## src/rtl/door_pkg.sv

```systemverilog
// Shared types and sizing for the door access controller and its keypad collectors.
package door_pkg;

  localparam int unsigned DIGITS      = 3;
  localparam int unsigned CODE_W      = 12;
  localparam int unsigned NUM_KEYPADS = 2;
  localparam int unsigned DIGIT_W     = CODE_W / DIGITS;
  localparam int unsigned CNT_W       = 2;

  typedef enum logic [2:0] {
    ST_IDLE,
    ST_ISSUE,
    ST_RESULT,
    ST_OPEN,
    ST_LOCKOUT
  } door_state_e;

  function automatic int unsigned max_u(input int unsigned a, input int unsigned b);
    return (a > b) ? a : b;
  endfunction

endpackage

```

## src/rtl/keypad_collector.sv

```systemverilog
// One keypad's digit buffer: shifts digits in MSB-first, flags full at DIGITS,
// and clears on request (clear always wins over a new digit).
module keypad_collector
  import door_pkg::*;
(
  input  logic               clk_i,
  input  logic               reset_i,
  input  logic               key_valid_i,
  input  logic [DIGIT_W-1:0] key_data_i,
  input  logic               clr_i,
  output logic [CODE_W-1:0]  code_o,
  output logic [CNT_W-1:0]   count_o,
  output logic               full_o
);

  logic [CODE_W-1:0] code_q, code_d;
  logic [CNT_W-1:0]  cnt_q, cnt_d;
  logic              full;

  assign full = (cnt_q == CNT_W'(DIGITS));

  always_comb begin
    code_d = code_q;
    cnt_d  = cnt_q;
    if (clr_i) begin
      code_d = '0;
      cnt_d  = '0;
    end else if (key_valid_i && !full) begin
      case (cnt_q)
        2'd0:    code_d[CODE_W-1 -: DIGIT_W]         = key_data_i;
        2'd1:    code_d[CODE_W-1-DIGIT_W -: DIGIT_W] = key_data_i;
        2'd2:    code_d[DIGIT_W-1:0]                 = key_data_i;
        default: code_d = code_q;
      endcase
      cnt_d = cnt_q + 2'd1;
    end
  end

  always_ff @(posedge clk_i) begin
    if (reset_i) begin
      code_q <= '0;
      cnt_q  <= '0;
    end else begin
      code_q <= code_d;
      cnt_q  <= cnt_d;
    end
  end

  assign code_o  = code_q;
  assign count_o = cnt_q;
  assign full_o  = full;

endmodule

```

## src/rtl/door_access_ctrl.sv

```systemverilog
// Two-keypad door controller: round-robin arbitration of full keypads, code
// issue to an external checker, then timed door-open or alarm lockout.
module door_access_ctrl
  import door_pkg::*;
#(
  parameter int unsigned OPEN_CYCLES = 8,
  parameter int unsigned LOCK_CYCLES = 16
) (
  input  logic                   clk,
  input  logic                   reset,
  input  logic [NUM_KEYPADS-1:0] key_valid,
  input  logic [DIGIT_W-1:0]     key_data0,
  input  logic [DIGIT_W-1:0]     key_data1,
  input  logic [NUM_KEYPADS-1:0] key_clr,
  input  logic                   access,
  input  logic                   alram,
  output logic [CODE_W-1:0]      passin,
  output logic                   enter,
  output logic                   door_open,
  output logic                   open_port,
  output logic                   lockout,
  output logic [CNT_W-1:0]       digits0,
  output logic [CNT_W-1:0]       digits1
);

  localparam int unsigned DWELL_W = $clog2(max_u(OPEN_CYCLES, LOCK_CYCLES)) + 1;

  door_state_e       state_q;
  logic [CODE_W-1:0] passin_q;
  logic              enter_q;
  logic              door_open_q;
  logic              open_port_q;
  logic              lockout_q;
  logic              last_q;
  logic [DWELL_W-1:0] dwell_q;

  logic [DIGIT_W-1:0]     kdata [NUM_KEYPADS];
  logic [CODE_W-1:0]      code  [NUM_KEYPADS];
  logic [CNT_W-1:0]       count [NUM_KEYPADS];
  logic [NUM_KEYPADS-1:0] req;
  logic [NUM_KEYPADS-1:0] issue_clr;
  logic [NUM_KEYPADS-1:0] kp_clr;
  logic                   grant;

  assign kdata[0] = key_data0;
  assign kdata[1] = key_data1;

  // The served keypad is cleared on the edge leaving ISSUE; LOCKOUT holds both clear.
  assign issue_clr = (state_q == ST_ISSUE) ? (open_port_q ? 2'b10 : 2'b01) : 2'b00;
  assign kp_clr    = key_clr | issue_clr | {NUM_KEYPADS{state_q == ST_LOCKOUT}};

  for (genvar p = 0; p < NUM_KEYPADS; p++) begin : g_kp
    keypad_collector u_kp (
      .clk_i       (clk),
      .reset_i     (reset),
      .key_valid_i (key_valid[p]),
      .key_data_i  (kdata[p]),
      .clr_i       (kp_clr[p]),
      .code_o      (code[p]),
      .count_o     (count[p]),
      .full_o      (req[p])
    );
  end

  always_comb begin
    grant = req[1];
    if (req == 2'b11) grant = ~last_q;
  end

  // passin is captured at the grant edge, so a key_clr landing on that same
  // edge cannot cancel the issue already under way.
  always_ff @(posedge clk) begin
    if (reset) begin
      state_q     <= ST_IDLE;
      passin_q    <= '0;
      enter_q     <= 1'b0;
      door_open_q <= 1'b0;
      open_port_q <= 1'b0;
      lockout_q   <= 1'b0;
      last_q      <= 1'b1;
      dwell_q     <= '0;
    end else begin
      case (state_q)
        ST_IDLE: begin
          if (|req) begin
            state_q     <= ST_ISSUE;
            enter_q     <= 1'b1;
            passin_q    <= code[grant];
            open_port_q <= grant;
            last_q      <= grant;
          end
        end
        ST_ISSUE: begin
          enter_q <= 1'b0;
          state_q <= ST_RESULT;
        end
        ST_RESULT: begin
          if (alram) begin
            state_q   <= ST_LOCKOUT;
            lockout_q <= 1'b1;
            dwell_q   <= DWELL_W'(LOCK_CYCLES - 1);
          end else if (access) begin
            state_q     <= ST_OPEN;
            door_open_q <= 1'b1;
            dwell_q     <= DWELL_W'(OPEN_CYCLES - 1);
          end else begin
            state_q <= ST_IDLE;
          end
        end
        ST_OPEN: begin
          if (dwell_q == '0) begin
            state_q     <= ST_IDLE;
            door_open_q <= 1'b0;
          end else begin
            dwell_q <= dwell_q - 1'b1;
          end
        end
        ST_LOCKOUT: begin
          if (dwell_q == '0) begin
            state_q   <= ST_IDLE;
            lockout_q <= 1'b0;
          end else begin
            dwell_q <= dwell_q - 1'b1;
          end
        end
        default: state_q <= ST_IDLE;
      endcase
    end
  end

  assign passin    = passin_q;
  assign enter     = enter_q;
  assign door_open = door_open_q;
  assign open_port = open_port_q;
  assign lockout   = lockout_q;
  assign digits0   = count[0];
  assign digits1   = count[1];

endmodule

```

## config.mk

```make
export PLATFORM = sky130hd
export DESIGN_NAME = door_access_ctrl
export DESIGN_NICKNAME = d
export VERILOG_FILES = /design/src/rtl/door_pkg.sv /design/src/rtl/keypad_collector.sv /design/src/rtl/door_access_ctrl.sv
export SDC_FILE = /design/constraint.sdc
export NUM_CORES = 1
export LEC_CHECK = 0
export ABC_AREA = 1
export BUFFER_PORTS_ARGS = -buffer_cell sky130_fd_sc_hd__buf_2
export CORE_AREA = 10 10 95 97
export CTS_BUF_LIST = sky130_fd_sc_hd__clkbuf_2 sky130_fd_sc_hd__clkbuf_4 sky130_fd_sc_hd__clkbuf_8
export DETAILED_ROUTE_END_ITERATION = 8
export DIE_AREA = 0 0 105 107
export PLACE_DENSITY_LB_ADDON = 0.15
export SLEW_MARGIN = 10
export SYNTH_ARGS = -nofsm -noshare
export SYNTH_HDL_FRONTEND = slang
export SYNTH_SLANG_ARGS = --single-unit
export TNS_END_PERCENT = 10
```

## constraint.sdc

```tcl
create_clock -name clk -period 1.55 [get_ports clk]
set_clock_uncertainty 0.05 [all_clocks]
set_input_delay 0.0775 -clock clk [delete_from_list [all_inputs] [get_ports clk]]
set_output_delay 0.0775 -clock clk [all_outputs]
set_load 0.005 [all_outputs]
```

==> After elaboration in Yosys (flattened, before gate mapping) <==
Index checks and enable logic that the tools add are counted.
Widths: inputs -> output; s select.
{ "classes": {"add_sub_neg": 3, "magnitude_cmp": 1, "n_eq_ne": 20, "muxes": 23, "bitwise_logic": 4, "n_reduce_logical": 28} }
{ "ops": {"columns": ["cell", "count"], "rows": [
  ["$mux 12", 3],
  ["$reduce_and 2->1", 9],
  ["$mux 5", 3],
  ["$ne 2x2->1 const B", 6],
  ["$pmux 3 s4", 1],
  ["$eq 2x2->1 const B", 5],
  ["$pmux 5 s2", 1],
  ["$mux 3", 3],
  ["$reduce_bool 2->1", 4],
  ["$reduce_or 2->1", 4],
  ["$eq 3x2->1 const B", 2],
  ["$mux 1", 6],
  ["$mux 2", 3],
  ["$pmux 1 s2", 3],
  ["$reduce_and 3->1", 2],
  ["$logic_not 5->1", 1],
  ["$sub 5x1->5 const B", 1],
  ["$add 2x1->2 const B", 2],
  ["$eq 2x1->1 const B", 2],
  ["$logic_not 2->1", 2],
  ["$ne 2x1->1 const B", 2],
  ["$or 2x2->2", 2],
  ["$reduce_and 4->1", 1],
  ["$eq 3x1->1 const B", 1],
  ["other kinds (8)", 10]
]} }
{ "word_totals": {"regBits": 53, "in_bits": 16} }

==> Logic depth before layout (Yosys ltp) <==
{ "depth": {"depth_word": 7, "depth_mapped": 9, "mapped_depth_nobuf": 9} }

==> Modules after synthesis <==
A second synthesis with hierarchy kept.
{ "hier_totals": {"hier_cells": 378, "area_unflattened_um2": 2617.5} }
{ "by_module_without_submodules": {"columns": ["module", "instances", "cells_each", "area_per_inst_um2", "seq_area_each_um2"], "rows": [
  ["door_access_ctrl", 1, 190, 1331.3, 500.5],
  ["keypad_collector", 2, 94, 643.1, 280.3]
]} }

==> Worst setup path before layout <==
Ideal clock, no wire load.
{ "synth_timing": {"path_type": "flip-flop to flip-flop", "start": "reg g_kp[1].u_kp.cnt_q[0]", "end": "reg passin_q[0], in the netlist passin[0]", "arrival_time_ns": 1.255, "required_ns": 1.383, "setup_slack_ns": 0.127, "path_stages_with_launch": 8, "cell_sequence": "dfxtp_1 > ha_1 > inv_1 > a21oi_2 > buf_2 > o21ai_0 > a21oi_1 > nor2_1"} }
{ "synth_between": {"elab_chain_cells": 7, "word_cells_on_any_way": 9, "classes_between": "2 x eq/ne; 4 x mux; 1 x bitwise; 2 x reduce/logical"} }
{ "synth_lines": {"columns": ["element", "line_no", "text"], "rows": [
  ["start: declaration", "keypad_collector.sv:17", "logic [CNT_W-1:0] cnt_q, cnt_d;"],
  ["start signal: assignment", "keypad_collector.sv:45", "cnt_q <= cnt_d;"],
  ["$eq 2x2->1 *", "keypad_collector.sv:20", "assign full = (cnt_q == CNT_W'(DIGITS));"],
  ["$eq 2x2->1", "door_access_ctrl.sv:67", "if (req == 2'b11) grant = ~last_q;"],
  ["$mux 1", "door_access_ctrl.sv:67", null],
  ["$not 1->2 (implied by the code)", "door_access_ctrl.sv:88", "passin_q <= code[grant];"],
  ["$mux 12 (implied by the code) (3 in a row)", "door_access_ctrl.sv:88", null],
  ["end signal: assignment", "door_access_ctrl.sv:88", null],
  ["end: declaration", "door_access_ctrl.sv:29", "logic [CODE_W-1:0] passin_q;"]
]} }
Every way passes the cells marked *; elsewhere a longest branch is shown, timed or not. The select of a mux whose other input is x is not followed.
A chain may end at the register's enable or synchronous reset.

==> Worst setup path after layout <==
{ "layout_timing": {"start": "reg g_kp[1].u_kp.cnt_q[1]", "end": "reg passin_q[4], in the netlist passin[4]"} }
Same word-level chain as after synthesis.

==> summary.txt <==
Status
  – Outcome: complete, no violations

Power and ir drop
  – Tot Pwr: 3.40 mW
  – PwrDens: 1130 nW/um^2
  – Worst VDD drop: 0.000447 V
  – Lkg Pwr: 1.26 nW

Global routing
  – Global-route wire length before repair: 10,000 um
  – Met3 GRT Util: 2.93%
  – GR Overflow Total: 0
  – Vias in the first global route: approximately 2,100
  – Grt met2 use: 18.3%
  – GR Util met1: 13.0%
  – Initial antenna violation count: 0
  – Largest net degree at the start of global routing: 26
  – Busiest grt layer: met2
  – All-Layer GR Usage: 10.9%

Worst setup path
  – WP data arrival: 1.56 ns
  – WP data required: 1.70 ns
  – R2r startpoint: g_kp[1].u_kp.count_o[1]
  – Setup crit start: g_kp[1].u_kp.count_o[1]
  – CP Capture Type: flop
  – Startpoint class of the critical path: flop
  – R2R Setup Slk: 0.14 ns
  – CP Max Fanout: 19
  – Worst r2r dst: passin[4]
  – Setup CP Type: reg -> reg
  – R2R cell count: 7
  – Worst Setup EP: passin[4]

Floorplanning
  – Die height: between 100 and 150 um
  – Initial Utilization: approximately 34%
  – Number of placement rows: 31
  – Core area: 7140 sq um
  – Die area: between 10,000 and 15,000 sq um
  – I/O pin count: 36
  – Die Wd: 105 um

Synthesis
  – Syn nets: 371
  – Post-synthesis sequential area ratio: around 44%
  – Area leader, netlist: dfxtp_1
  – Synth Cell Area: 2440 sq um
  – Cells after Synth: 346
  – Synth warn: 0
  – Synth top area share: a little over two fifths
  – Post-synth cell types: 21
  – Avg Cell Area, Syn: approximately 7.0 sq um
  – Dominant cells by area after synthesis: dfxtp_1 44%, nand2_1 9.9%, inv_1 8.2%, o21ai_0 7.8%, a21oi_1 7.6%
  – Synth Register Bits: 53

Placement
  – Setup WS pre-CTS: 0.0861 ns
  – Input/output buffers: 35
  – Dpl hpwl: 4530 um
  – Routability Congestion: 0.806

CTS
  – Num Clock Sinks: 53
  – Post-CTS setup buffer count: 0
  – Worst-Skew Late Latency: 0.31 ns
  – H-tree levels: 2
  – TritonCTS clock tree: built
  – Clock-pin slew on the worst setup and hold paths: 0.09 ns
  – Max Root-Sink Buffers: 2
  – Clock root cell: clkbuf_8
  – Total CTS buffers: 5

Timing
  – Slew @ Worst Pin: ~0.22 ns
  – Fin crit share: between 90% and 100%
  – Fin. Hold Viols: 0
  – PnR worst setup slack: 0.145 ns
  – TNS Setup: 0 ns
  – Fmax achieved: just over 700 MHz
  – Min Tclk post-route: between 1 and 1.5 ns
  – Slew Viols, Final: 0
  – Final setup fails: 0
  – RSZ-0062 raised after global routing: no
  – Slew margin rel.: 85.3%

Layout
  – Syn-to-layout area delta: 23.9%
  – Commonest non-fill, non-tap cells in the layout: 62 x nand2_1, 52 x inv_1, 52 x dfxtp_1
  – Most common cell after layout, fill and taps aside: nand2_1
  – Fill cells: ~800
  – # diodes: 0
  – Nets@finish: ~420
  – Share of cells above drive strength 1: 18.3%

Route
  – Via count: 2,168
  – 1st-iter DRT viols: approximately 100
  – Via density per instance: 4.40
  – Wire length per cell: 12.4 um
  – First-pass DRT Iterations: 4
  – DRC: 0
  – Final WL: 6120 um
  – Antenna viol nets, final: 0

Hold path
  – Worst hold path type: in -> reg

Flow run
  – Max_cap viols: 0
## worst min-delay path by stage
stage / cells past startpoint / start / to
6_report: 3 / key_data1[0] / g_kp[1].u_kp.code_o[4]
5_1_grt: 3 / key_data1[3] / g_kp[1].u_kp.code_o[7]
4_1_cts: 3 / key_data1[3] / g_kp[1].u_kp.code_o[7]
3_5_place_dp: 2 / reset / state_q[0]
3_3_place_gp: 2 / reset / open_port
2_1_floorplan: 2 / key_data1[2] / g_kp[1].u_kp.code_o[10]
## critical path, cell delays in order, from the launching register on
cell and delay (ns):
dfxtp_1 0.36, ha_2 0.21, inv_2 0.07, a21oi_4 0.18
buf_12 0.15, o21ai_0 0.09, a21oi_1 0.13, nor2_1 0.06
## kinds of logic (layout without fill, tap and decap cells)
group / after synthesis / after routing / synth area share [%]
compound gates: 80 / 80 / 17.1
simple gates: 139 / 139 / 23.7
flops: 53 / 53 / 43.5
fa+ha+maj: 9 / 9 / 4.62
xor+xnor: 2 / 2 / 0.718
buf+inv: 63 / 111 / 10.3
## per-layer routing
layer	routed length, um	share of wire [%]
met5	0	0
met1	3040	50
met2	2730	45
met4	74	1.2
met3	277	4.5
## synthesized netlist by cell type (all sizes together)
library cell  number
o21ai             39
nand4              1
inv               53
o211ai             1
ha                 9
nand2             67
xor2               2
nor2              44
clkbuf             2
nand3             25
dfxtp             53
nor3               1
buf                8
a211oi             1
nand3b             1
a21oi             39
## sequential cells by signal, indices dropped and copies added, names as in the netlist
name	cells
door_open	1
dwell_q	5
enter	1
g_kp.u_kp.code_o	24
g_kp.u_kp.count_o	4
last_q	1
lockout	1
open_port	1
passin	12
state_q	3
## repair_timing
action                                  in CTS  in global routing
endpoints found under the hold margin        8                  0
resized for setup                            0                 10
hold buffers                                 2                  0
endpoints found under the setup margin       0                 25
## metrics by stage
stage,area [sq um],std cells,util (%),hold WS (ns)
CTS,2960,492,41.4,0.000415
global route,3020,493,42.3,0.0133
global placement,2830,483,39.7,0.311
finish,3020,493,42.3,0.00458
detailed placement,2830,483,39.7,0.317
floorplan,2440,346,-,0.192
## power by group
part	total, mW	switching (mW)	internal, mW
registers	1.56	0.0857	1.47
logic	0.915	0.568	0.347
clock network	0.925	0.454	0.470
## cell type report
type	count	area, sq um	share of cell area, %
Clock inverter	2	35.0	1.16
Timing Repair Buffer	51	368	12.2
Multi-Input combinational cell	230	1160	38.5
Clock buffer	5	68.8	2.28
Sequential cell	53	1060	35.2
Inverter	53	199	6.59
Tap cell	99	124	4.10
(Power assumes the default switching activity.)
